===== src/rtl/quad_enc_emitter.sv =====
// quad_enc_emitter: converts step/dir pulses into rate-limited A/B quadrature
// edges, buffering bursts in a signed pending accumulator.
// Ports: CLK, resetn (sync, active-low), enable, step, dir, config_edge_gap,
//        clear_overflow -> enc_a, enc_b, busy, overflow, emitted_count.
module quad_enc_emitter #(
    parameter int SYNC_STAGES  = 2,
    parameter int PENDING_BITS = 8,
    parameter int ENCBITS      = 32
) (
    input  logic                      CLK,
    input  logic                      resetn,
    input  logic                      enable,
    input  logic                      step,
    input  logic                      dir,
    input  logic [15:0]               config_edge_gap,
    input  logic                      clear_overflow,
    output logic                      enc_a,
    output logic                      enc_b,
    output logic                      busy,
    output logic                      overflow,
    output logic signed [ENCBITS-1:0] emitted_count
);

    localparam int PB = PENDING_BITS;
    localparam int PW = PENDING_BITS + 2;
    localparam logic signed [PW-1:0] LIM = PW'((1 << (PB - 1)) - 1);

    logic step_s;
    logic dir_s;

    generate
        if (SYNC_STAGES == 0) begin : g_nosync
            assign step_s = step;
            assign dir_s  = dir;
        end else begin : g_sync
            logic [SYNC_STAGES-1:0] step_sync_q, step_sync_d;
            logic [SYNC_STAGES-1:0] dir_sync_q, dir_sync_d;

            always_comb begin
                step_sync_d    = step_sync_q;
                dir_sync_d     = dir_sync_q;
                step_sync_d[0] = step;
                dir_sync_d[0]  = dir;
                for (int i = 1; i < SYNC_STAGES; i++) begin
                    step_sync_d[i] = step_sync_q[i-1];
                    dir_sync_d[i]  = dir_sync_q[i-1];
                end
            end

            always_ff @(posedge CLK) begin
                if (!resetn) begin
                    step_sync_q <= '0;
                    dir_sync_q  <= '0;
                end else begin
                    step_sync_q <= step_sync_d;
                    dir_sync_q  <= dir_sync_d;
                end
            end

            assign step_s = step_sync_q[SYNC_STAGES-1];
            assign dir_s  = dir_sync_q[SYNC_STAGES-1];
        end
    endgenerate

    logic                      step_d_q;
    logic [1:0]                phase_q, phase_d;
    logic signed [PB-1:0]      pending_q, pending_d;
    logic [15:0]               gap_cnt_q, gap_cnt_d;
    logic signed [ENCBITS-1:0] count_q, count_d;
    logic                      overflow_q, overflow_d;
    logic                      busy_q, busy_d;

    logic [15:0]          gap;
    logic                 rise;
    logic                 gap_ok;
    logic                 emit;
    logic                 drop;
    logic signed [1:0]    delta_in;
    logic signed [1:0]    delta_out;
    logic signed [PW-1:0] sum;

    assign gap  = (config_edge_gap == 16'd0) ? 16'd1 : config_edge_gap;
    assign rise = step_s & ~step_d_q;

    // The emitting cycle counts as the first elapsed one, so edges land
    // exactly gap cycles apart (gap=1 gives an edge every cycle).
    assign gap_ok = ({1'b0, gap_cnt_q} + 17'd1) >= {1'b0, gap};
    assign emit   = enable && (pending_q != '0) && gap_ok;

    always_comb begin
        delta_in  = 2'sb00;
        delta_out = 2'sb00;
        if (rise && enable)
            delta_in = dir_s ? 2'sb01 : 2'sb11;
        if (emit)
            delta_out = pending_q[PB-1] ? 2'sb11 : 2'sb01;

        sum = $signed({{2{pending_q[PB-1]}}, pending_q})
            + $signed({{PB{delta_in[1]}}, delta_in})
            - $signed({{PB{delta_out[1]}}, delta_out});
        drop = (sum > LIM) || (sum < -LIM);

        phase_d = phase_q;
        if (emit) begin
            if (!pending_q[PB-1]) begin
                unique case (phase_q)
                    2'b00: phase_d = 2'b01;
                    2'b01: phase_d = 2'b11;
                    2'b11: phase_d = 2'b10;
                    2'b10: phase_d = 2'b00;
                endcase
            end else begin
                unique case (phase_q)
                    2'b00: phase_d = 2'b10;
                    2'b10: phase_d = 2'b11;
                    2'b11: phase_d = 2'b01;
                    2'b01: phase_d = 2'b00;
                endcase
            end
        end

        count_d = count_q + {{(ENCBITS-2){delta_out[1]}}, delta_out};

        // A step that would push past the limit is discarded; a
        // simultaneous emit still drains normally.
        if (!enable)
            pending_d = '0;
        else if (drop)
            pending_d = pending_q - {{(PB-2){delta_out[1]}}, delta_out};
        else
            pending_d = sum[PB-1:0];

        if (drop)
            overflow_d = 1'b1;
        else if (clear_overflow)
            overflow_d = 1'b0;
        else
            overflow_d = overflow_q;

        if (!enable)
            gap_cnt_d = gap;
        else if (emit)
            gap_cnt_d = 16'd0;
        else if (gap_cnt_q >= gap)
            gap_cnt_d = gap;
        else
            gap_cnt_d = gap_cnt_q + 16'd1;

        busy_d = (pending_d != '0);
    end

    always_ff @(posedge CLK) begin
        if (!resetn) begin
            step_d_q   <= 1'b0;
            phase_q    <= 2'b00;
            pending_q  <= '0;
            gap_cnt_q  <= gap;
            count_q    <= '0;
            overflow_q <= 1'b0;
            busy_q     <= 1'b0;
        end else begin
            step_d_q   <= step_s;
            phase_q    <= phase_d;
            pending_q  <= pending_d;
            gap_cnt_q  <= gap_cnt_d;
            count_q    <= count_d;
            overflow_q <= overflow_d;
            busy_q     <= busy_d;
        end
    end

    assign enc_a         = phase_q[1];
    assign enc_b         = phase_q[0];
    assign busy          = busy_q;
    assign overflow      = overflow_q;
    assign emitted_count = count_q;

endmodule

===== config.mk =====
export PLATFORM = sky130hd
export DESIGN_NAME = quad_enc_emitter
export DESIGN_NICKNAME = d
export VERILOG_FILES = /design/src/rtl/quad_enc_emitter.sv
export SDC_FILE = /design/constraint.sdc
export NUM_CORES = 1
export LEC_CHECK = 0
export BUFFER_PORTS_ARGS = -buffer_cell sky130_fd_sc_hd__buf_2
export CORE_ASPECT_RATIO = 1.75
export CORE_MARGIN = 4
export CORE_UTILIZATION = 55
export CTS_CLUSTER_DIAMETER = 150
export DETAILED_ROUTE_END_ITERATION = 6
export GPL_ROUTABILITY_DRIVEN = 0
export PLACE_DENSITY = 0.74
export SLEW_MARGIN = 10
export SYNTH_ARGS = -nofsm -noshare
export SYNTH_HDL_FRONTEND = slang
export SYNTH_SLANG_ARGS = --single-unit

===== constraint.sdc =====
create_clock -name CLK -period 22.8 [get_ports CLK]
set_input_delay 2.28 -clock CLK [delete_from_list [all_inputs] [get_ports CLK]]
set_output_delay 2.28 -clock CLK [all_outputs]
set_load 0.02 [all_outputs]

==> results of run 1 <==
-- state kept, by name, summed over array words and instances (netlist names), 2 cells and up --
register,cells
gap_cnt_q,16
phase_q,2
emitted_count,32
g_sync.step_sync_q,2
pending_q,8
g_sync.dir_sync_q,2
-- placed cells by master, fill, tap and decap left out, drive strengths merged, types with 5 or more instances in the layout --
master	instances
nor2	53
nand3	21
nor2b	5
a21o	20
xor2	16
buf	60
o211ai	5
a22o	16
o21bai	8
and3	6
a21oi	41
nand4	8
xnor2	33
o2111ai	6
nand2b	7
clkbuf	10
fa	9
or2	6
nor4	7
nor3	14
and2	10
a211oi	10
o21ai	22
nand2	30
o21a	13
o31ai	5
ha	82
inv	61
dfxtp	65
a31oi	5
mux2i	5
-- per-layer routing --
layer	GRT usage	share of wire	wire, µm	vias up
met5	0	0	0	-
met4	0.128	0.040	549	0
met3	0.0418	0.036	493	41
met2	0.461	0.56	7560	127
met1	0.224	0.37	5000	2330
li1	-	-	-	2454
-- cell families (layout without fill, tap and decap cells) --
kind of cell,Yosys count,in the layout,synth area share
multiplexers,6,6,0.0112
AO/OA/AOI/OAI,179,179,0.237
flip-flops,65,65,0.238
adder cells (fa/ha/maj),91,91,0.220
XOR/XNOR,49,49,0.0783
buffers and inverters,77,136,0.0530
AND/OR/NAND/NOR,179,179,0.163
-- cell usage after synthesis (14+ instances only) --
master   instances  area share
a21o_1          20       0.027
nor2_1          53       0.036
nand3_1         21       0.019
ha_1            82        0.19
dfxtp_1         65        0.24
xnor2_1         33       0.053
a22o_1          16       0.026
o21ai_0         20       0.018
inv_1           61       0.042
xor2_1          16       0.026
nor3_1          14       0.013
nand2_1         30       0.021
a21oi_1         41       0.037
-- critical path, stage by stage --
cell	delay (ns)
buf_2	0.11
nor4_1	0.40
a41o_1	0.27
ha_1	0.25
and4b_1	0.24
a41oi_1	0.12
inv_1	0.08
o21a_1	0.12
o21ai_1	0.09
inv_1	0.08
buf_4	0.40
fa_1	0.54
fa_1	0.46
nand2b_1	0.18
a311oi_1	0.54
o41ai_2	0.12
xnor2_1	0.17
a211o_1	0.33
and2_4	0.22
mux2_1	0.31
a311o_1	0.35
-- worst paths after layout --
| path | from | to | slack, ns | cells after the start |
|---|---|---|---|---|
| hold reg to reg | g_sync.step_sync_q[0] | g_sync.step_sync_q[1] | 0.44 | 1 |
| hold / removal | g_sync.step_sync_q[0] | g_sync.step_sync_q[1] | 0.44 | 1 |
| setup reg to reg | gap_cnt_q[2] | busy | 16.17 | 23 |
| setup / recovery | config_edge_gap[1] | busy | 15.33 | 21 |
-- layout make-up --
type                       count  area (µm²)
multi-input combinational    504        3890
sequential                    65        1300
clock inverter                 5        32.5
tap                          125         156
timing repair buffer          60         308
clock buffer                  10         239
inverter                      61         229
fill                         842        3640
-- power groups by stage --
| stage | logic, mW | clock network (mW) | registers [mW] |
|---|---|---|---|
| final | 0.321 | 0.129 | 0.147 |
| after global routing | 0.358 | 0.134 | 0.149 |
| after CTS | 0.319 | 0.130 | 0.147 |
| after detailed placement | 0.316 | 0 | 0.149 |
| after global placement | 0.309 | 0 | 0.148 |
| after floorplan | 0.244 | 0 | 0.154 |
==> metrics.txt, run 1 <==
root buffer cell clkbuf_16; global-route wire length before repair 22600 µm; Max-slew headroom 0.344; Core Footprint 0.00979 mm²; Die Y 140 µm; worst slew pin tran 0.982 ns; DR vias/cell 5.97; Switching Share 0.418; H-tree depth 3; latest clock arrival within the worst-skew pair 0.34 ns; Pwr Total 0.596 mW; initial antenna violation count 0; Slew Viols, Final 0; critical path class input port to flop; Area Growth Syn to Fin 12.3%; fin util 0.628; CP endpoint kind flop; Synth Area per Inst 8.48 µm²; post-DP HPWL 10700 µm; Final setup viols 0; Syn Nets 759; total gr overflow 0; Setup Skew 0.00869 ns; yosys warns 0; placed cell area 0.00588 mm²; drt pass-1 iters 4; Seq pwr share 0.246; Worst setup SP type input port; Post-CTS Resized 0; wire per inst 16.4 µm; status completed; Final WS setup 15.33 ns; I/O pin cnt 58; WL final 13600 µm; sequential share of the synthesized area 0.238; asr flop ratio synth 0; min Tclk post-route 7.47 ns; clk sinks 65; Netlist Area Pre-Place 0.00548 mm²; WP data arrival 7.69 ns; die area 0.0117 mm²; CTS Hold Buffers Added 0; Max clock buf depth 2; dpl ws 15.04 ns; Total GRT Usage 0.234; sw power 0.249 mW; vias in the first global route 5207; post-CTS setup buffer count 0; nets@finish 814; Final Hold Fails 0; MaxCap Viol Count 0; crit path max fanout 36; VDD IR-drop max 0.0000546 V; final worst-path cycle share 0.328; DR iter-0 viols 210; WP data required 23.02 ns; Antenna Nets Post-Route 0; IO buf count 57; row count 48; share of cells above drive strength 1 0.126; via count 4952; Int Pwr 0.347 mW; CTS tree built; cts bufs inserted 9; largest net degree at the start of global routing 37; ant diodes 0; part of the power in the clock network 0.216; Finished Layout Cells 830; Post-Place Cells 815; starting density of the core 0.560; setup TNS 0 ns; RSZ-0062 raised after global routing no; post-route DRC violation count 0; post-route cell area 0.00615 mm²; Die W 83.4 µm; P per Cell Area 96.9 mW/mm²; distinct cell type count after synthesis 63; Max Clock Freq 0.134 GHz; Worst-path clk slew 0.06 ns; number of synthesized flops with an enable pin 0; Post-Syn Instances 646; leakage 3.03 nW; Synth Register Bits 65; Comb power frac 0.539; Synth Flop Type dfxtp_1; Hold Crit Class flop to flop; Hold Slack 0.440 ns
(Power assumes the default switching activity.)
==> run 2, diff against run 1 <==
--- a/config.mk
+++ b/config.mk
@@ -12,7 +12,7 @@
 export CTS_CLUSTER_DIAMETER = 150
 export DETAILED_ROUTE_END_ITERATION = 6
 export GPL_ROUTABILITY_DRIVEN = 0
-export PLACE_DENSITY = 0.74
+export PLACE_DENSITY = 0.77
 export SLEW_MARGIN = 10
 export SYNTH_ARGS = -nofsm -noshare
 export SYNTH_HDL_FRONTEND = slang
==> constraint.sdc (replaced) <==
create_clock -name CLK -period 6.4 [get_ports CLK]
set_input_delay 0.64 -clock CLK [delete_from_list [all_inputs] [get_ports CLK]]
set_output_delay 0.64 -clock CLK [all_outputs]
set_load 0.02 [all_outputs]
==> metrics.txt, run 2 (same netlist as run 1, synthesis figures left out) <==
latest clock arrival within the worst-skew pair 0.34 ns (about the same); Pwr Total 2.37 mW (was 0.596 mW); Seq pwr share 0.223 (was 0.246); die area 0.0117 mm² (unchanged); total gr overflow 0 (unchanged); P per Cell Area 372 mW/mm² (was 96.9 mW/mm²); setup TNS 0 ns (unchanged); CTS tree built (unchanged); wire per inst 17.2 µm (was 16.4 µm); post-route DRC violation count 0 (unchanged); via count 5094 (was 4952); Max Clock Freq 0.162 GHz; min Tclk post-route 6.19 ns; Slew Viols, Final 0 (unchanged); cts bufs inserted 9 (unchanged); most frequent cells in the layout ha_1 (81), dfxtp_1 (63), inv_1 (60) (was ha_1 (82), dfxtp_1 (65), inv_1 (61)); MaxCap Viol Count 0 (unchanged); multi-input logic area 0.00395 mm² (was 0.00389 mm²); fill count 805 (was 842); DR vias/cell 6.06 (was 5.97); WP data required 6.62 ns (was 23.02 ns); part of the power in the clock network 0.231 (was 0.216); Die W 83.4 µm (unchanged); drt pass-1 iters 5 (was 4); post-DP HPWL 11000 µm (was 10700 µm); DR iter-0 viols 187 (was 210); Final setup viols 0 (unchanged); root buffer cell clkbuf_16 (unchanged); Comb power frac 0.546 (was 0.539); max reg flops 32 (unchanged); ant diodes 0 (unchanged); sw power 0.953 mW (was 0.249 mW); crit path max fanout 7 (was 36); Max clock buf depth 2 (unchanged); CP endpoint kind flop (unchanged); WL final 14400 µm (was 13600 µm); Hold Slack 0.440 ns (about the same); Hold Crit Class flop to flop (unchanged); Worst-path clk slew 0.06 ns (about the same); VDD IR-drop max 0.000210 V (was 0.0000546 V); status completed (unchanged); Max-slew headroom 0.335 (was 0.344); Reg area 0.00130 mm² (about the same); Core Footprint 0.00979 mm² (unchanged); final worst-path cycle share 0.967; Worst setup SP type flop (was input port); Area Growth Syn to Fin 16.0% (was 12.3%); most common cell after layout, fill and taps aside ha_1 (unchanged); Post-Place Cells 817 (was 815); Setup Skew 0.0117 ns (was 0.00869 ns); IO buf count 57 (unchanged); WP data arrival 6.41 ns (was 7.69 ns); global-route wire length before repair 23700 µm (was 22600 µm); Finished Layout Cells 841 (was 830); fin util 0.649 (was 0.628); clk sinks 65 (unchanged); row count 48 (unchanged); Switching Share 0.403 (was 0.418); H-tree depth 3 (unchanged); Die Y 140 µm (unchanged); Antenna Nets Post-Route 0 (unchanged); vias in the first global route 5312 (was 5207); Final Hold Fails 0 (unchanged); I/O pin cnt 58 (unchanged); initial antenna violation count 0 (unchanged); nets@finish 824 (was 814); Int Pwr 1.41 mW (was 0.347 mW); share of cells above drive strength 1 0.159 (was 0.126); critical path class flop to flop (was input port to flop); Total GRT Usage 0.248 (was 0.234); largest net degree at the start of global routing 30 (was 37); leakage 3.12 nW (was 3.03 nW); worst slew pin tran 0.996 ns (was 0.982 ns); starting density of the core 0.560 (unchanged)
## run 2: changes by cell type in the layout (fill, tap and decap cells not counted), sizes merged
cell / change
buf: +10
bufinv: +2
clkinvlp: -1
## run 2: power groups by stage
stage               registers [mW]  clock network [mW]  logic, mW
floorplan                    0.551                   0      0.873
detailed placement           0.532                   0       1.14
CTS                          0.525               0.552       1.16
finish                       0.527               0.546       1.29
global placement             0.530                   0       1.10
global route                 0.534               0.574       1.41
## run 2: final timing paths
check / start / to / slack (ns) / cells after the start
setup / recovery: gap_cnt_q[0] / busy / 0.21 / 23
hold / removal: g_sync.dir_sync_q[0] / g_sync.dir_sync_q[1] / 0.44 / 1
setup reg to reg: gap_cnt_q[0] / busy / 0.21 / 23
hold reg to reg: g_sync.dir_sync_q[0] / g_sync.dir_sync_q[1] / 0.44 / 1
## run 2: final cells by class
cell class	instances	share of cell area
clock buffer	10	0.0376
clock inverter	6	0.0142
multi-input combinational	504	0.622
tap	125	0.0246
timing repair buffer	70	0.0603
sequential	65	0.205
inverter	61	0.0366
## run 2: metal layers
| layer | global-route usage | wire [µm] | up-vias |
|---|---|---|---|
| met5 | 0 | 0 | - |
| met2 | 0.477 | 7820 | 145 |
| met4 | 0.159 | 817 | 0 |
| met3 | 0.0506 | 585 | 54 |
| met1 | 0.233 | 5220 | 2421 |
| li1 | - | - | 2474 |
## run 2: per-stage QoR
step / instance area [µm²] / setup WS [ns]
finish: 6350 / 0.212
global route: 6350 / -0.0331
CTS: 6260 / 0.0246
detailed placement: 5920 / 0.0885
global placement: 5920 / 0.295
floorplan: 5500 / 0.0214
## run 2: worst max-delay path: stages (launching register included)
cell        delay [ns]
dfxtp_1           0.43
ha_1              0.29
and4_2            0.32
nand3_1           0.11
xnor2_1           0.21
ha_1              0.30
a311oi_1          0.29
o21ai_0           0.16
a21oi_2           0.17
o311ai_2          0.14
o21ai_4           0.19
clkinvlp_4        0.21
buf_4             0.21
fa_1              0.51
inv_1             0.04
ha_1              0.34
o21a_1            0.14
nor3_1            0.17
o211ai_1          0.10
or4b_4            0.56
o2111ai_2         0.23
and2_4            0.24
mux2_1            0.33
a311o_1           0.35
## run 2: repair_timing
| item | CTS | global route |
|---|---|---|
| pin swaps | 0 | 5 |
| gates resized for setup | 0 | 10 |
| setup buffers | 1 | 7 |
| hold buffers | 0 | 0 |
| endpoints found under the setup margin | 1 | 5 |
